`config.mk`:
```
export PLATFORM = sky130hd
export DESIGN_NAME = conv3x3_stream_io
export DESIGN_NICKNAME = d
export VERILOG_FILES = /design/src/rtl/conv3x3_stream_io.sv
export SDC_FILE = /design/constraint.sdc
export NUM_CORES = 1
export LEC_CHECK = 0
export ABC_AREA = 1
export BUFFER_PORTS_ARGS = -buffer_cell sky130_fd_sc_hd__buf_4
export CAP_MARGIN = 20
export CORE_UTILIZATION = 54
export DETAILED_ROUTE_END_ITERATION = 10
export PLACE_DENSITY = 0.8
export SYNTH_ARGS = -nofsm -noshare
export SYNTH_HDL_FRONTEND = slang
export SYNTH_SLANG_ARGS = --single-unit
```
`constraint.sdc`:
```
create_clock -name clk -period 11.63 [get_ports clk]
set_clock_uncertainty 0.2 [all_clocks]
set_input_delay 3.489 -clock clk [delete_from_list [all_inputs] [get_ports clk]]
set_output_delay 3.489 -clock clk [all_outputs]
set_load 0.005 [all_outputs]
```
`src/rtl/conv3x3_stream_io.sv`:
```
// Byte-stream wrapper for conv_3x3: loads 9 weights + 16 map bytes, pulses the controller, streams 4 results.
// Optional weight reuse (skip the weight phase on a frame) is enabled by defining CONV3X3_IO_WREUSE_EN.
module conv3x3_stream_io (
    input  logic         clk,
    input  logic         rst,
    input  logic         s_valid,
    output logic         s_ready,
    input  logic [7:0]   s_data,
    input  logic         reuse_w,
    output logic [71:0]  w_flat,
    output logic [127:0] in_flat,
    output logic         weight_load,
    output logic         start,
    input  logic [31:0]  conv_out,
    input  logic         conv_done,
    output logic         m_valid,
    input  logic         m_ready,
    output logic [7:0]   m_data,
    output logic         m_last,
    output logic         err
);

    typedef enum logic [2:0] {
        LOAD_W = 3'd0,
        LOAD_A = 3'd1,
        KICK   = 3'd2,
        GO     = 3'd3,
        RUN    = 3'd4,
        SEND   = 3'd5
    } state_t;

    state_t         state_r;
    logic [3:0]     idx_r;
    logic [3:0]     c_r;
    logic [1:0]     ridx_r;
    logic [31:0]    res_r;
    logic           skip_kick_r;
    logic           frame_done_r;
    logic           s_ready_r;
    logic [71:0]    w_flat_r;
    logic [127:0]   in_flat_r;
    logic           weight_load_r;
    logic           start_r;
    logic           m_valid_r;
    logic [7:0]     m_data_r;
    logic           m_last_r;
    logic           err_r;
    logic           take_s;
    logic           reuse_hit_s;

    function automatic logic [7:0] res_byte(input logic [31:0] res, input logic [1:0] sel);
        case (sel)
            2'd0:    res_byte = res[7:0];
            2'd1:    res_byte = res[15:8];
            2'd2:    res_byte = res[23:16];
            default: res_byte = res[31:24];
        endcase
    endfunction

    assign take_s = s_valid && s_ready_r;

`ifdef CONV3X3_IO_WREUSE_EN
    assign reuse_hit_s = reuse_w && frame_done_r && (idx_r == 4'd0);
`else
    logic unused_reuse_s;
    assign reuse_hit_s    = 1'b0;
    assign unused_reuse_s = reuse_w ^ frame_done_r;
`endif

    // Frame sequencer: byte capture, controller pulses, positional result capture and result streaming.
    always_ff @(posedge clk or posedge rst) begin
        if (rst) begin
            state_r       <= LOAD_W;
            idx_r         <= 4'd0;
            c_r           <= 4'd0;
            ridx_r        <= 2'd0;
            res_r         <= 32'd0;
            skip_kick_r   <= 1'b0;
            frame_done_r  <= 1'b0;
            s_ready_r     <= 1'b0;
            w_flat_r      <= 72'd0;
            in_flat_r     <= 128'd0;
            weight_load_r <= 1'b0;
            start_r       <= 1'b0;
            m_valid_r     <= 1'b0;
            m_data_r      <= 8'd0;
            m_last_r      <= 1'b0;
            err_r         <= 1'b0;
        end else begin
            weight_load_r <= 1'b0;
            start_r       <= 1'b0;
            case (state_r)
                LOAD_W: begin
                    s_ready_r <= 1'b1;
                    if (take_s) begin
                        if (reuse_hit_s) begin
                            in_flat_r[7:0] <= s_data;
                            idx_r          <= 4'd1;
                            skip_kick_r    <= 1'b1;
                            state_r        <= LOAD_A;
                        end else begin
                            w_flat_r[{idx_r, 3'b000} +: 8] <= s_data;
                            skip_kick_r <= 1'b0;
                            if (idx_r == 4'd8) begin
                                idx_r   <= 4'd0;
                                state_r <= LOAD_A;
                            end else begin
                                idx_r <= idx_r + 4'd1;
                            end
                        end
                    end
                end
                LOAD_A: begin
                    if (take_s) begin
                        in_flat_r[{idx_r, 3'b000} +: 8] <= s_data;
                        if (idx_r == 4'd15) begin
                            idx_r     <= 4'd0;
                            s_ready_r <= 1'b0;
                            // A reused weight set skips the load pulse and starts straight away.
                            if (skip_kick_r) begin
                                start_r <= 1'b1;
                                c_r     <= 4'd0;
                                state_r <= GO;
                            end else begin
                                weight_load_r <= 1'b1;
                                state_r       <= KICK;
                            end
                        end else begin
                            idx_r <= idx_r + 4'd1;
                        end
                    end
                end
                KICK: begin
                    start_r <= 1'b1;
                    c_r     <= 4'd0;
                    state_r <= GO;
                end
                GO: begin
                    c_r     <= c_r + 4'd1;
                    state_r <= RUN;
                end
                RUN: begin
                    c_r <= c_r + 4'd1;
                    // Controller results are single-cycle, so each one is taken at a fixed offset from start.
                    case (c_r)
                        4'd4:  res_r[7:0]   <= conv_out[7:0];
                        4'd7:  res_r[15:8]  <= conv_out[15:8];
                        4'd10: res_r[23:16] <= conv_out[23:16];
                        4'd13: begin
                            res_r[31:24] <= conv_out[31:24];
                            if (!conv_done) begin
                                err_r <= 1'b1;
                            end
                            m_valid_r <= 1'b1;
                            m_data_r  <= res_r[7:0];
                            m_last_r  <= 1'b0;
                            ridx_r    <= 2'd0;
                            state_r   <= SEND;
                        end
                        default: begin
                        end
                    endcase
                end
                SEND: begin
                    if (m_ready) begin
                        if (ridx_r == 2'd3) begin
                            m_valid_r    <= 1'b0;
                            m_last_r     <= 1'b0;
                            ridx_r       <= 2'd0;
                            s_ready_r    <= 1'b1;
                            frame_done_r <= 1'b1;
                            state_r      <= LOAD_W;
                        end else begin
                            ridx_r   <= ridx_r + 2'd1;
                            m_data_r <= res_byte(res_r, ridx_r + 2'd1);
                            m_last_r <= (ridx_r == 2'd2);
                        end
                    end
                end
                default: begin
                    s_ready_r <= 1'b0;
                    idx_r     <= 4'd0;
                    state_r   <= LOAD_W;
                end
            endcase
        end
    end

    assign s_ready     = s_ready_r;
    assign w_flat      = w_flat_r;
    assign in_flat     = in_flat_r;
    assign weight_load = weight_load_r;
    assign start       = start_r;
    assign m_valid     = m_valid_r;
    assign m_data      = m_data_r;
    assign m_last      = m_last_r;
    assign err         = err_r;

endmodule

```
Yosys cells after proc, flatten, opt, wreduce, memory -nomap -nowiden:

Index checks and enable logic that the tools add are counted.

* bits in latches: 0
* logic and storage cells: 116
* output and inout bits: 214
* memories kept: 0
* register bits: 259
* RAM bits: 0
* ROM bits: 0

* muxes and demuxes: 42
* multipliers: 0
* add/subtract/negate cells: 4
* bitwise logic cells: 4
* divide/modulo/power cells: 0
* magnitude comparators: 0
* eq/ne operators: 23
* shift-type cells: 4
* reductions and logical operators: 22

Operators with widths (count)
* bitwise mux 128 bit: 1
* variable shift 8 x 9 -> 128 bit, first input constant: 1
* variable part select 8 x 9 -> 128 bit: 1
* bitwise mux 72 bit: 1
* variable shift 8 x 9 -> 72 bit, first input constant: 1
* variable part select 8 x 9 -> 72 bit: 1
* two-way mux 8 bit: 3
* one-hot mux 8 bit (3 select lines): 1
* two-way mux 3 bit: 7
* one-hot mux 3 bit (6 select lines): 1
* == test 4 bit, second input constant: 4
* two-way mux 4 bit: 4
* != test 2 bit, second input constant: 8
* one-hot mux 8 bit (2 select lines): 1
* two-way mux 1 bit: 14
* one-hot mux 4 bit (3 select lines): 1
* AND reduction 2 bit: 6
* AND reduction 4 bit: 3
* negation 7 -> 9 bit: 1
* AND reduction 3 bit: 3
* adder 4 x 1 -> 4 bit, second input constant: 2
* == test 4 x 3 -> 1 bit, second input constant: 2
* one-hot mux 4 bit (2 select lines): 1
* AND reduction 7 bit: 1
* other kinds (20): 30

Depth between registers and ports, before layout:

* depth in word-level cells: 6
* gate-level depth with buffers: 13
* depth with buffers taken out: 12

Least setup slack after synthesis:

OpenSTA, ideal clock, no wires.

* kind: input to register
* start: input port s_valid
* end: register in_flat_r[104] (netlist: in_flat[104])
* library setup time: 0.119 ns
* arrival: 4.422 ns
* cell stages on the path: 7
* slack: 6.889 ns
* path buffers: 0
* cell sequence: nand2_1 > inv_1 > nand3_2 > nor2_4 > nand4_1 > nand2_1 > nand2_1

* word-level cells in the longest chain between the ends: 2

RTL lines
* start, declared: RTL line 6 `input logic s_valid,`
* logical AND 1 bit: RTL line 60 `assign take_s = s_valid && s_ready_r;`
* AND reduction 2 bit (no source line)
* end signal, assigned by index: RTL line 115 `in_flat_r[{idx_r, 3'b000} +: 8] <= s_data;`
* end, declared: RTL line 41 `logic [127:0] in_flat_r;`

Every way passes these cells.
A chain may end at the register's enable or synchronous reset.

Worst setup path in the final report:

* start: input port s_valid
* end: register in_flat_r[113] (netlist: in_flat[113])

The elaborated chain is that of the path after synthesis.

==> run metrics <==
status=finished clean; I/O Buffers=258; CTS Buffer Depth=3; largest net degree at the start of global routing=143; Clock Latency Late Sink=0.53 ns; setup TNS=0 ns; area share of fa/ha/maj cells after synthesis=1.54%; clk slew on worst S/H paths=0.06 ns; CP dominant cell by count=nand2_1; Die Span X=147 um; xor/xnor share of the synthesized area=0%; crit path cell chain=buf_4 -> nand2_1 -> nor2_4 -> buf_4 -> nand2_2 -> nor2_8 -> nand2_4 -> nand2_1 -> nand2_1; area leader, netlist=dfrtp_1; syn_nets=1360; cts repair resizes=0; initial antenna violation count=0; I/O Pins=260; Seq/Total Area, Yosys=57.2%; CTS tree=built; Crit Reg-Reg Endpoint=w_flat[48]$_DFFE_PP0P_; diode count=0; Seq cells post-synth=259; simple-gate share of the synthesized area=30.6%; RSZ-0062 raised after global routing=no; Synth Instances=1300; Hold EP=in_flat[104]$_DFFE_PP0P_; Post-CTS Setup Inserts=0; Worst Path Required=11.84 ns; Starting Density=55.5%; VDD IR-drop max=147 uV; register area=0.00648 mm2; Die Span Y=147 um; WL final=31400 um; cell family with most CP delay=simple AND/OR/NAND/NOR gates; total die area=0.0216 mm2; Critical R2R Launch=idx_r[0]$_DFFE_PP0P_; Max stage delay on crit path=0.53 ns; critical path class=input port to flip-flop; Max Fclk=197 MHz; maximum fanout along the worst path=57; synth-to-layout area growth=26.1%; Routed Antenna Nets=0; Synth top area share=57.2%; max cap viols=0; worst hold path class=flip-flop to flip-flop; number of global-route vias before repair=9454; crit end category=flip-flop; Pleak=7.94 nW; TritonCTS buffer count=26; Pwr per Cell Area=201 mW/mm2; GR Util All Layers=29.0%; CTS HTree Levels=1; Final nets=1600; Startpoint Class=input port; Routability Congestion=0.890; FP Rows=52; Avg Vias per Cell=5.44; Cell Area, Synth=0.0113 mm2; worst slew pin tran=1.14 ns; R2R depth=10; Final Hold Vio Count=0; Root Buffer=clkbuf_16; Buf/Inv on CP=2; Worst Hold Path Cells=2; HPWL Detailed=21200 um; share of cells above drive strength 1=23.7%; Hold-fix buffers, CTS=0; Synthesis Warnings=0; Netlist cell types=32; area of the multi-input gates=0.00427 mm2; Tmin final=5.08 ns; clock sinks=259; FF-to-FF setup slack=7.86 ns; Arrival @ worst endpoint=5.29 ns; ranking of synthesized cells by area=dfrtp_1 57%, nand2_1 17%, nand3_1 4.3%; min-delay src=in_flat[104]$_DFFE_PP0P_; most frequent cells in the layout=528 x nand2_1, 263 x buf_4, 259 x dfrtp_1; Max transition margin=23.2%; Post-route DRC=0; multiplexer area fraction after synthesis=0.794%; via count=9956; final worst-path cycle share=43.7%; commonest non-fill, non-tap cell in the layout=nand2_1; fin util=70.0%; WL per Instance=17.1 um; pins over their slew limit=0; CORE AREA=0.0204 mm2; post-synthesis compound-gate area fraction=4.66%; Final setup viols=0; Congestion Overflow GR=0; Slowest-stage cell, CP=buf_4; Fill cells=1619; largest family of logic cells by synthesized area=simple AND/OR/NAND/NOR gates; First-pass DRT Iterations=5; first-pass GRT wire length=49800 um; DR iter-0 viols=561; Syn Area/Cell=8.72 um2
## final cells by class
cell class | count | share of cell area, %
Clock inverter | 3 | 0.184
Sequential cell | 259 | 45.3
Tap cell | 270 | 2.36
Timing Repair Buffer | 263 | 13.8
Clock buffer | 45 | 6.10
Multi-Input combinational cell | 901 | 29.8
Inverter | 89 | 2.39
## worst max path at each step
stage               startpoint                       end  slack [ns]  depth (start not counted)
finish                 s_valid  in_flat[113]$_DFFE_PP0P_        6.55                          9
global route           s_valid   in_flat[79]$_DFFE_PP0P_        6.40                         10
CTS                    s_valid  in_flat[113]$_DFFE_PP0P_        6.59                          9
detailed placement     s_valid   in_flat[76]$_DFFE_PP0P_        6.04                         10
global placement       s_valid   in_flat[72]$_DFFE_PP0P_        6.14                         10
floorplan                  rst        c_r[0]$_DFFE_PP0P_        0.81                          1
## metrics by stage
| stage | cells | total power, mW | setup WS (ns) | instance area (um2) | hold slack (ns) |
|---|---|---|---|---|---|
| floorplan | 1300 | 1.75 | 0.814 | 11300 | 0.265 |
| global placement | 1782 | 2.00 | 6.14 | 13400 | 0.256 |
| detailed placement | 1782 | 2.03 | 6.04 | 13400 | 0.259 |
| CTS | 1830 | 2.88 | 6.59 | 14300 | 0.275 |
| global route | 1830 | 3.04 | 6.40 | 14300 | 0.291 |
| finish | 1830 | 2.87 | 6.55 | 14300 | 0.272 |
## where the power goes
group | total [mW] | switching [mW] | internal, mW | leakage [nW]
Clock | 0.853 | 0.347 | 0.507 | 0.448
Combinational | 0.877 | 0.605 | 0.273 | 3.99
Sequential | 1.14 | 0.0975 | 1.04 | 3.50
## state kept, by name, summed over array words and instances (netlist names), 2 cells and up
signal,cells
state_r,3
c_r,4
res_r,32
w_flat,72
in_flat,128
m_data,8
ridx_r,2
idx_r,4
## cell usage after synthesis, drive strengths merged
library cell	count
nand2	540
dfrtp	259
o21bai	1
nor2	60
o211ai	8
nor3	18
a21oi	7
mux2	8
inv	87
buf	30
clkbuf	21
o22ai	1
nand3	105
ha	14
o21ai	83
nand4	56
clkinv	2
## tightest hold or removal path, cell delays in order, from the launching register on
cell	delay, ns
dfrtp_1	0.34
nand2_1	0.05
nand2_1	0.05
## layer usage
metal | vias to the layer above | part of all wire, % | GRT usage (%)
li1 | 4679 | - | -
met1 | 4784 | 41 | 38.8
met2 | 429 | 48 | 48.8
met3 | 64 | 7.6 | 5.47
met4 | 0 | 2.8 | 7.42
met5 | - | 0 | 0
## cell families after synthesis
group | Yosys count
flip-flops | 259
AND/OR/NAND/NOR | 779
multiplexers | 8
AO/OA/AOI/OAI | 100
adder cells (fa/ha/maj) | 14
buffers and inverters | 140
(Power assumes the default switching activity.)
